===== config.mk =====
export PLATFORM = sky130hd
export DESIGN_NAME = vga_text_ctrl
export DESIGN_NICKNAME = d
export VERILOG_FILES = /design/src/rtl/vga_pkg.sv /design/src/rtl/vga_char_addr.sv /design/src/rtl/vga_text_ctrl.sv
export SDC_FILE = /design/constraint.sdc
export NUM_CORES = 1
export LEC_CHECK = 0
export ABC_AREA = 1
export BUFFER_PORTS_ARGS = -buffer_cell sky130_fd_sc_hd__buf_2
export CAP_MARGIN = 5
export CORE_MARGIN = 10
export CORE_UTILIZATION = 50
export CTS_BUF_LIST = sky130_fd_sc_hd__clkbuf_4
export DETAILED_ROUTE_END_ITERATION = 7
export PLACE_DENSITY = 0.85
export SLEW_MARGIN = 40
export SYNTH_ARGS = -nofsm -noshare
export SYNTH_HDL_FRONTEND = slang
export SYNTH_SLANG_ARGS = --single-unit

===== constraint.sdc =====
create_clock -name pclk -period 4.7 [get_ports pclk]
set_input_delay 0.94 -clock pclk [delete_from_list [all_inputs] [get_ports pclk]]
set_output_delay 0.94 -clock pclk [all_outputs]
set_load 0.03 [all_outputs]

===== src/rtl/vga_pkg.sv =====
// rtl/vga_pkg.sv - shared VGA geometry, text grid, command codes and pixel values
package vga_pkg;

  localparam int H_PIX  = 640;
  localparam int V_PIX  = 400;
  localparam int CHAR_W = 8;
  localparam int CHAR_H = 8;

  localparam logic [6:0] COLS = 7'd80;
  localparam logic [5:0] ROWS = 6'd50;

  localparam logic [7:0] FONT_FIRST = 8'h20;
  localparam int         FONT_NUM   = 96;

  localparam logic [7:0] FG = 8'hff;
  localparam logic [7:0] BG = 8'h00;

  // 640x400 @ 70 Hz sync timing, consumed by the scan-out timing generator
  localparam int H_FRONT = 16;
  localparam int H_SYNC  = 96;
  localparam int H_BACK  = 48;
  localparam int V_FRONT = 12;
  localparam int V_SYNC  = 2;
  localparam int V_BACK  = 35;

  typedef enum logic [1:0] {
    OP_PUTC_AT  = 2'b00,
    OP_PUTC_CUR = 2'b01,
    OP_NEWLINE  = 2'b10,
    OP_CLEAR    = 2'b11
  } cmd_op_e;

  typedef enum logic [2:0] {
    ST_IDLE,
    ST_FETCH,
    ST_LATCH,
    ST_DRAW,
    ST_DONE,
    ST_CLR
  } state_e;

endpackage


===== src/rtl/vga_char_addr.sv =====
// rtl/vga_char_addr.sv - text cell (col,row) to framebuffer base address
module vga_char_addr
  import vga_pkg::*;
(
  input  logic [6:0]  i_col,
  input  logic [5:0]  i_row,
  output logic [17:0] o_base
);

  // row*5120 + col*8 as shifts: 5120 = 4096 + 1024, no multiplier needed
  assign o_base = {i_row, 12'd0} + {2'd0, i_row, 10'd0} + {8'd0, i_col, 3'd0};

endmodule


===== src/rtl/vga_text_ctrl.sv =====
// rtl/vga_text_ctrl.sv - command-driven 8x8 text renderer into the framebuffer
module vga_text_ctrl
  import vga_pkg::*;
#(
  parameter int CLR_PIX = H_PIX * V_PIX
)
(
  input  logic        pclk,
  input  logic        rst_n,
  input  logic        cmd_valid,
  output logic        cmd_ready,
  input  logic [1:0]  cmd_op,
  input  logic [7:0]  cmd_char,
  input  logic [6:0]  cmd_col,
  input  logic [5:0]  cmd_row,
  output logic [9:0]  font_addr,
  input  logic [7:0]  font_data,
  output logic        fb_we,
  output logic [17:0] fb_addr,
  output logic [7:0]  fb_wdata,
  output logic        busy,
  output logic        err,
  output logic [6:0]  cur_col,
  output logic [5:0]  cur_row
);

  localparam logic [17:0] ROW_STEP = 18'(H_PIX - CHAR_W + 1);
  localparam logic [17:0] CLR_LAST = 18'(CLR_PIX - 1);
  localparam logic [8:0]  FONT_END = 9'(int'(FONT_FIRST) + FONT_NUM);

  state_e      r_state, w_next;
  logic [6:0]  r_glyph;
  logic [2:0]  r_grow;
  logic [2:0]  r_px;
  logic [7:0]  r_sh;
  logic [17:0] r_addr;
  logic        r_err;
  logic        r_adv;
  logic [6:0]  r_col;
  logic [5:0]  r_row;

  logic        w_accept, w_is_put, w_use_cur, w_pos_ok, w_char_ok;
  logic [6:0]  w_col, w_row_dummy_unused_guard;
  logic [5:0]  w_row, w_row_next;
  logic [6:0]  w_glyph;
  logic [17:0] w_base;

  assign w_row_dummy_unused_guard = 7'd0;

  assign w_accept  = cmd_valid && (r_state == ST_IDLE);
  assign w_is_put  = (cmd_op == OP_PUTC_AT) || (cmd_op == OP_PUTC_CUR);
  assign w_use_cur = (cmd_op == OP_PUTC_CUR);
  assign w_col     = w_use_cur ? r_col : cmd_col;
  assign w_row     = w_use_cur ? r_row : cmd_row;
  assign w_pos_ok  = (w_col < COLS) && (w_row < ROWS);
  assign w_char_ok = (cmd_char >= FONT_FIRST) && ({1'b0, cmd_char} < FONT_END);
  assign w_glyph   = w_char_ok ? (cmd_char[6:0] - FONT_FIRST[6:0]) : 7'd0;
  assign w_row_next = (r_row == ROWS - 6'd1) ? 6'd0 : r_row + 6'd1;

  vga_char_addr u_char_addr (
    .i_col  (w_col),
    .i_row  (w_row),
    .o_base (w_base)
  );

  assign cmd_ready = (r_state == ST_IDLE);
  assign busy      = (r_state != ST_IDLE);
  assign fb_we     = (r_state == ST_DRAW) || (r_state == ST_CLR);
  assign fb_addr   = r_addr;
  assign fb_wdata  = ((r_state == ST_DRAW) && r_sh[7]) ? FG : BG;
  assign font_addr = {r_glyph, r_grow};
  assign err       = r_err;
  assign cur_col   = r_col;
  assign cur_row   = r_row;

  // Next-state: 8 glyph rows of fetch/latch/draw, or a linear clear sweep
  always_comb begin
    w_next = r_state;
    case (r_state)
      ST_IDLE: begin
        if (w_accept) begin
          if (w_is_put && w_pos_ok) w_next = ST_FETCH;
          else if (cmd_op == OP_CLEAR) w_next = ST_CLR;
        end
      end
      ST_FETCH: w_next = ST_LATCH;
      ST_LATCH: w_next = ST_DRAW;
      ST_DRAW: begin
        if (r_px == 3'd7) w_next = (r_grow == 3'd7) ? ST_DONE : ST_FETCH;
      end
      ST_DONE: w_next = ST_IDLE;
      ST_CLR: begin
        if (r_addr == CLR_LAST) w_next = ST_IDLE;
      end
      default: w_next = ST_IDLE;
    endcase
  end

  // State register plus address, glyph shifter and cursor datapath
  always_ff @(posedge pclk or negedge rst_n) begin
    if (!rst_n) begin
      r_state <= ST_IDLE;
      r_glyph <= 7'd0;
      r_grow  <= 3'd0;
      r_px    <= 3'd0;
      r_sh    <= 8'd0;
      r_addr  <= 18'd0;
      r_err   <= 1'b0;
      r_adv   <= 1'b0;
      r_col   <= 7'd0;
      r_row   <= 6'd0;
    end else begin
      r_state <= w_next;
      r_err   <= 1'b0;
      case (r_state)
        ST_IDLE: begin
          if (w_accept) begin
            r_err   <= w_is_put && (!w_pos_ok || !w_char_ok);
            r_glyph <= w_glyph;
            r_grow  <= 3'd0;
            r_px    <= 3'd0;
            r_adv   <= w_use_cur;
            r_addr  <= (cmd_op == OP_CLEAR) ? 18'd0 : w_base;
            if (cmd_op == OP_NEWLINE) begin
              r_col <= 7'd0;
              r_row <= w_row_next;
            end
          end
        end
        ST_LATCH: r_sh <= font_data;
        ST_DRAW: begin
          r_sh <= {r_sh[6:0], 1'b0};
          r_px <= r_px + 3'd1;
          if (r_px == 3'd7) begin
            r_addr <= r_addr + ROW_STEP;
            r_grow <= r_grow + 3'd1;
          end else begin
            r_addr <= r_addr + 18'd1;
          end
        end
        ST_DONE: begin
          if (r_adv) begin
            if (r_col == COLS - 7'd1) begin
              r_col <= 7'd0;
              r_row <= w_row_next;
            end else begin
              r_col <= r_col + 7'd1;
            end
          end
        end
        ST_CLR: begin
          r_addr <= r_addr + 18'd1;
          if (r_addr == CLR_LAST) begin
            r_col <= 7'd0;
            r_row <= 6'd0;
          end
        end
        default: ;
      endcase
    end
  end

endmodule


==> run metrics <==
Buffers & Inverters on Critical Path 2; Netlist Area Pre-Place 4140 um^2; antenna diode count 0; MaxCap Viol Count 0; residual DRC count 0; number of ports placed on the die boundary 87; data required time at the worst endpoint 3760 ps; clock-pin slew of the registers on the worst-case setup and hold paths 110 ps; launch instance of the worst register-to-register path r_state[1]; final design area excluding fillers 4670 um^2; insertion delay to the later sink of the worst-skew pair 430 ps; vias post-DR 4347; Root Buffer sky130_fd_sc_hd__clkbuf_4; largest fanout of any net on the critical path 15; register-to-register setup slack 1880 ps; time the final worst path needs with I/O delays and setup 3390 ps; arrival time worst endpoint 2450 ps; number of global-route vias before repair 4224; Gate Count Post-Synth 614; cell types with the highest counts after synthesis 164 x sky130_fd_sc_hd__nand2_1, 74 x sky130_fd_sc_hd__nand3_1, 64 x sky130_fd_sc_hd__inv_1, 58 x sky130_fd_sc_hd__nor2_1, 57 x sky130_fd_sc_hd__dfrtp_1; Place WS 1380 ps; delay-heaviest family, CP simple AND/OR/NAND/NOR gates; number of vias per cell 5.46; cell-by-cell trace of the critical path nand2_1, nor2_4, inv_1, nor2_1, buf_2; Post-synth EDFFs 0; setup repair after global routing missed its margin false; fraction of final layout cells with drive strength greater than 1 0.190; largest net degree at the start of global routing 36; Post-Syn Area per Cell 6.75 um^2; most area-hungry cell type in the Yosys netlist sky130_fd_sc_hd__dfrtp_1; Post-synth ARST share 1.00; largest clock skew in the final design 7.34 ps; relative slew slack 0.499; # port buffers 86; starting utilization of the core area 0.509; final layout net count 731; number of max-slew violations in the final report 0; maximum achievable frequency 0.295 GHz; standard-cell row count 33; Gates resized, CTS repair 0; transition time at the pin with the least slew margin 750 ps; clock tree buffer depth 2; standard cell core area 8130 um^2; number of cells on the worst reg-to-reg path 11; Die Outline Area 12300 um^2; CTS tree built; register area share after synthesis 0.344; Max stage delay on crit path 580 ps; dominant synthesized flop cell sky130_fd_sc_hd__dfrtp_1; drt initial violations 297; Total GRT Usage 0.200; Pre-Repair DR Iteration Count 5; total count of hold-check failures in the final report 0; DIE WIDTH 111 um; Total Power 3.11 mW; top cells by area in the synthesized netlist sky130_fd_sc_hd__dfrtp_1 34%, sky130_fd_sc_hd__nand2_1 15%, sky130_fd_sc_hd__nand3_1 8.9%; IR Drop Worst-Case VDD 0.000267 V; crit path capture type output port; status finished, final reports clean; placed cell areas 4550 um^2; cell type of the slowest stage on the worst timing path sky130_fd_sc_hd__dfrtp_1; Post-Syn Nets 659; number of antenna violations at the first check in global routing 0; wire length of the first global-routing pass 20900 um; Layout area overhead 12.7%; number of fill cells in the layout 795; Lkg Pwr 2.45 nW; Worst Hold Class in2async; count of cell types in the netlist 40; reg2reg end fb_addr[11]; start-to-end type of the worst setup path reg2out; count of state elements after synthesis 57; final critical-path share of the clock period 0.722; clock buffer count from CTS 9; most instantiated library cell after synthesis sky130_fd_sc_hd__nand2_1; share of the synthesized area in the top cell type 0.344; drt wl/cell 15.4 um; TritonCTS sink count 57; number of hold-repair buffers added at the cts stage 0; Critical Path Source Type register; overall routed net length 12300 um; total negative slack for setup checks 0 ps; setup ws final 1310 ps; number of setup violations in the final report 0; Setup Fix Bufs, Post-CTS 0; GRT Residual Overflow 0; Chip Height 111 um; YS warnings 0; power density normalized to cell area 667 nW/um^2; Clock H-tree levels 3; post-route antenna net violation count 0; placer's final routability congestion estimate 0.968; Detail Placement HPWL 9530 um
[flip-flops by register name (all words and copies together), names as in the netlist]
register / cells
err: 1
r_adv: 1
r_glyph: 7
cur_col: 7
r_state: 3
r_px: 3
cur_row: 6
r_grow: 3
r_sh: 8
fb_addr: 18
[stage by stage]
step / utilization / instances / hold WS (ps)
floorplan: - / 614 / 452
finish: 0.574 / 796 / 449
global route: 0.574 / 796 / 457
CTS: 0.574 / 796 / 496
global placement: 0.560 / 780 / 462
detailed placement: 0.560 / 780 / 468
[worst reg2reg max path, delay by kind of cell (launching register included)]
kind,cells,cell delay [ps]
and+or+nand+nor,4,1020
buffers and inverters,4,690
DFF,1,580
AOI/OAI and AO/OA,3,430
[power breakdown]
group / switching, mW / internal (mW) / total, mW
clock network: 0.218 / 0.107 / 0.325
logic: 1.30 / 0.545 / 1.84
registers: 0.255 / 0.693 / 0.949
total: 1.77 / 1.35 / 3.11
[worst max path at each step]
| stage | from | to | slack, ps | depth (start not counted) |
|---|---|---|---|---|
| floorplan | r_state[1] | fb_wdata[1] | 1880 | 7 |
| global placement | cmd_op[1] | fb_addr[15] | 1610 | 13 |
| detailed placement | cmd_op[1] | fb_addr[17] | 1380 | 13 |
| CTS | r_state[1] | fb_wdata[2] | 1330 | 5 |
| global route | r_state[1] | fb_wdata[2] | 1060 | 5 |
| finish | r_state[1] | fb_wdata[2] | 1310 | 5 |
[cell type report]
class | count | area [um^2] | share of cell area
clock buffer | 9 | 67.6 | 0.0145
clock inverter | 7 | 46.3 | 0.00991
inverter | 72 | 270 | 0.0579
multi-input combinational | 459 | 2290 | 0.490
sequential | 57 | 1430 | 0.305
tap | 105 | 131 | 0.0281
timing repair buffer | 87 | 440 | 0.0943
[placed cells by master (no fill, tap or decap), types with 2 or more instances in the layout]
cell type                    netlist  final
sky130_fd_sc_hd__nand2_1         164    164
sky130_fd_sc_hd__buf_2             7     85
sky130_fd_sc_hd__nand3_1          74     74
sky130_fd_sc_hd__inv_1            64     64
sky130_fd_sc_hd__nor2_1           58     58
sky130_fd_sc_hd__dfrtp_1          57     57
sky130_fd_sc_hd__o21ai_0          41     41
sky130_fd_sc_hd__a21oi_1          26     26
sky130_fd_sc_hd__nand4_1          11     11
sky130_fd_sc_hd__ha_1             11     11
sky130_fd_sc_hd__nor3_1           10     10
sky130_fd_sc_hd__xor2_1           10     10
sky130_fd_sc_hd__clkbuf_4          0      9
sky130_fd_sc_hd__inv_2             7      7
sky130_fd_sc_hd__o21ai_1           7      7
sky130_fd_sc_hd__a31oi_1           6      6
sky130_fd_sc_hd__nand2_2           5      5
sky130_fd_sc_hd__o21ai_2           5      5
sky130_fd_sc_hd__nor2_2            3      3
sky130_fd_sc_hd__or2_2             3      3
sky130_fd_sc_hd__o211ai_1          3      3
sky130_fd_sc_hd__nor2_4            2      2
sky130_fd_sc_hd__nand3_2           2      2
sky130_fd_sc_hd__clkinv_1          1      2
sky130_fd_sc_hd__o31ai_1           2      2
sky130_fd_sc_hd__or2_1             2      2
sky130_fd_sc_hd__a22oi_1           2      2
sky130_fd_sc_hd__o22ai_1           2      2
sky130_fd_sc_hd__o221ai_1          2      2
sky130_fd_sc_hd__clkinvlp_4        0      2
sky130_fd_sc_hd__clkinv_2          0      2
sky130_fd_sc_hd__buf_4            10      2
[per-layer routing]
metal	wire, um	share of wire	track usage
met1	5170	0.42	0.241
met2	6010	0.49	0.343
met3	891	0.073	0.0482
met4	191	0.016	0.0617
met5	0	0	0
[cells by family (layout without fill, tap and decap cells)]
group | count (synthesis) | in the layout | synth area share
buffers and inverters | 98 | 175 | 0.104
AOI/OAI and AO/OA | 100 | 100 | 0.138
DFF | 57 | 57 | 0.344
and+or+nand+nor | 337 | 337 | 0.357
xor gates and xnor gates | 11 | 11 | 0.0233
adders and majority gates | 11 | 11 | 0.0332
Note: power is estimated with default switching activity, not from simulation.
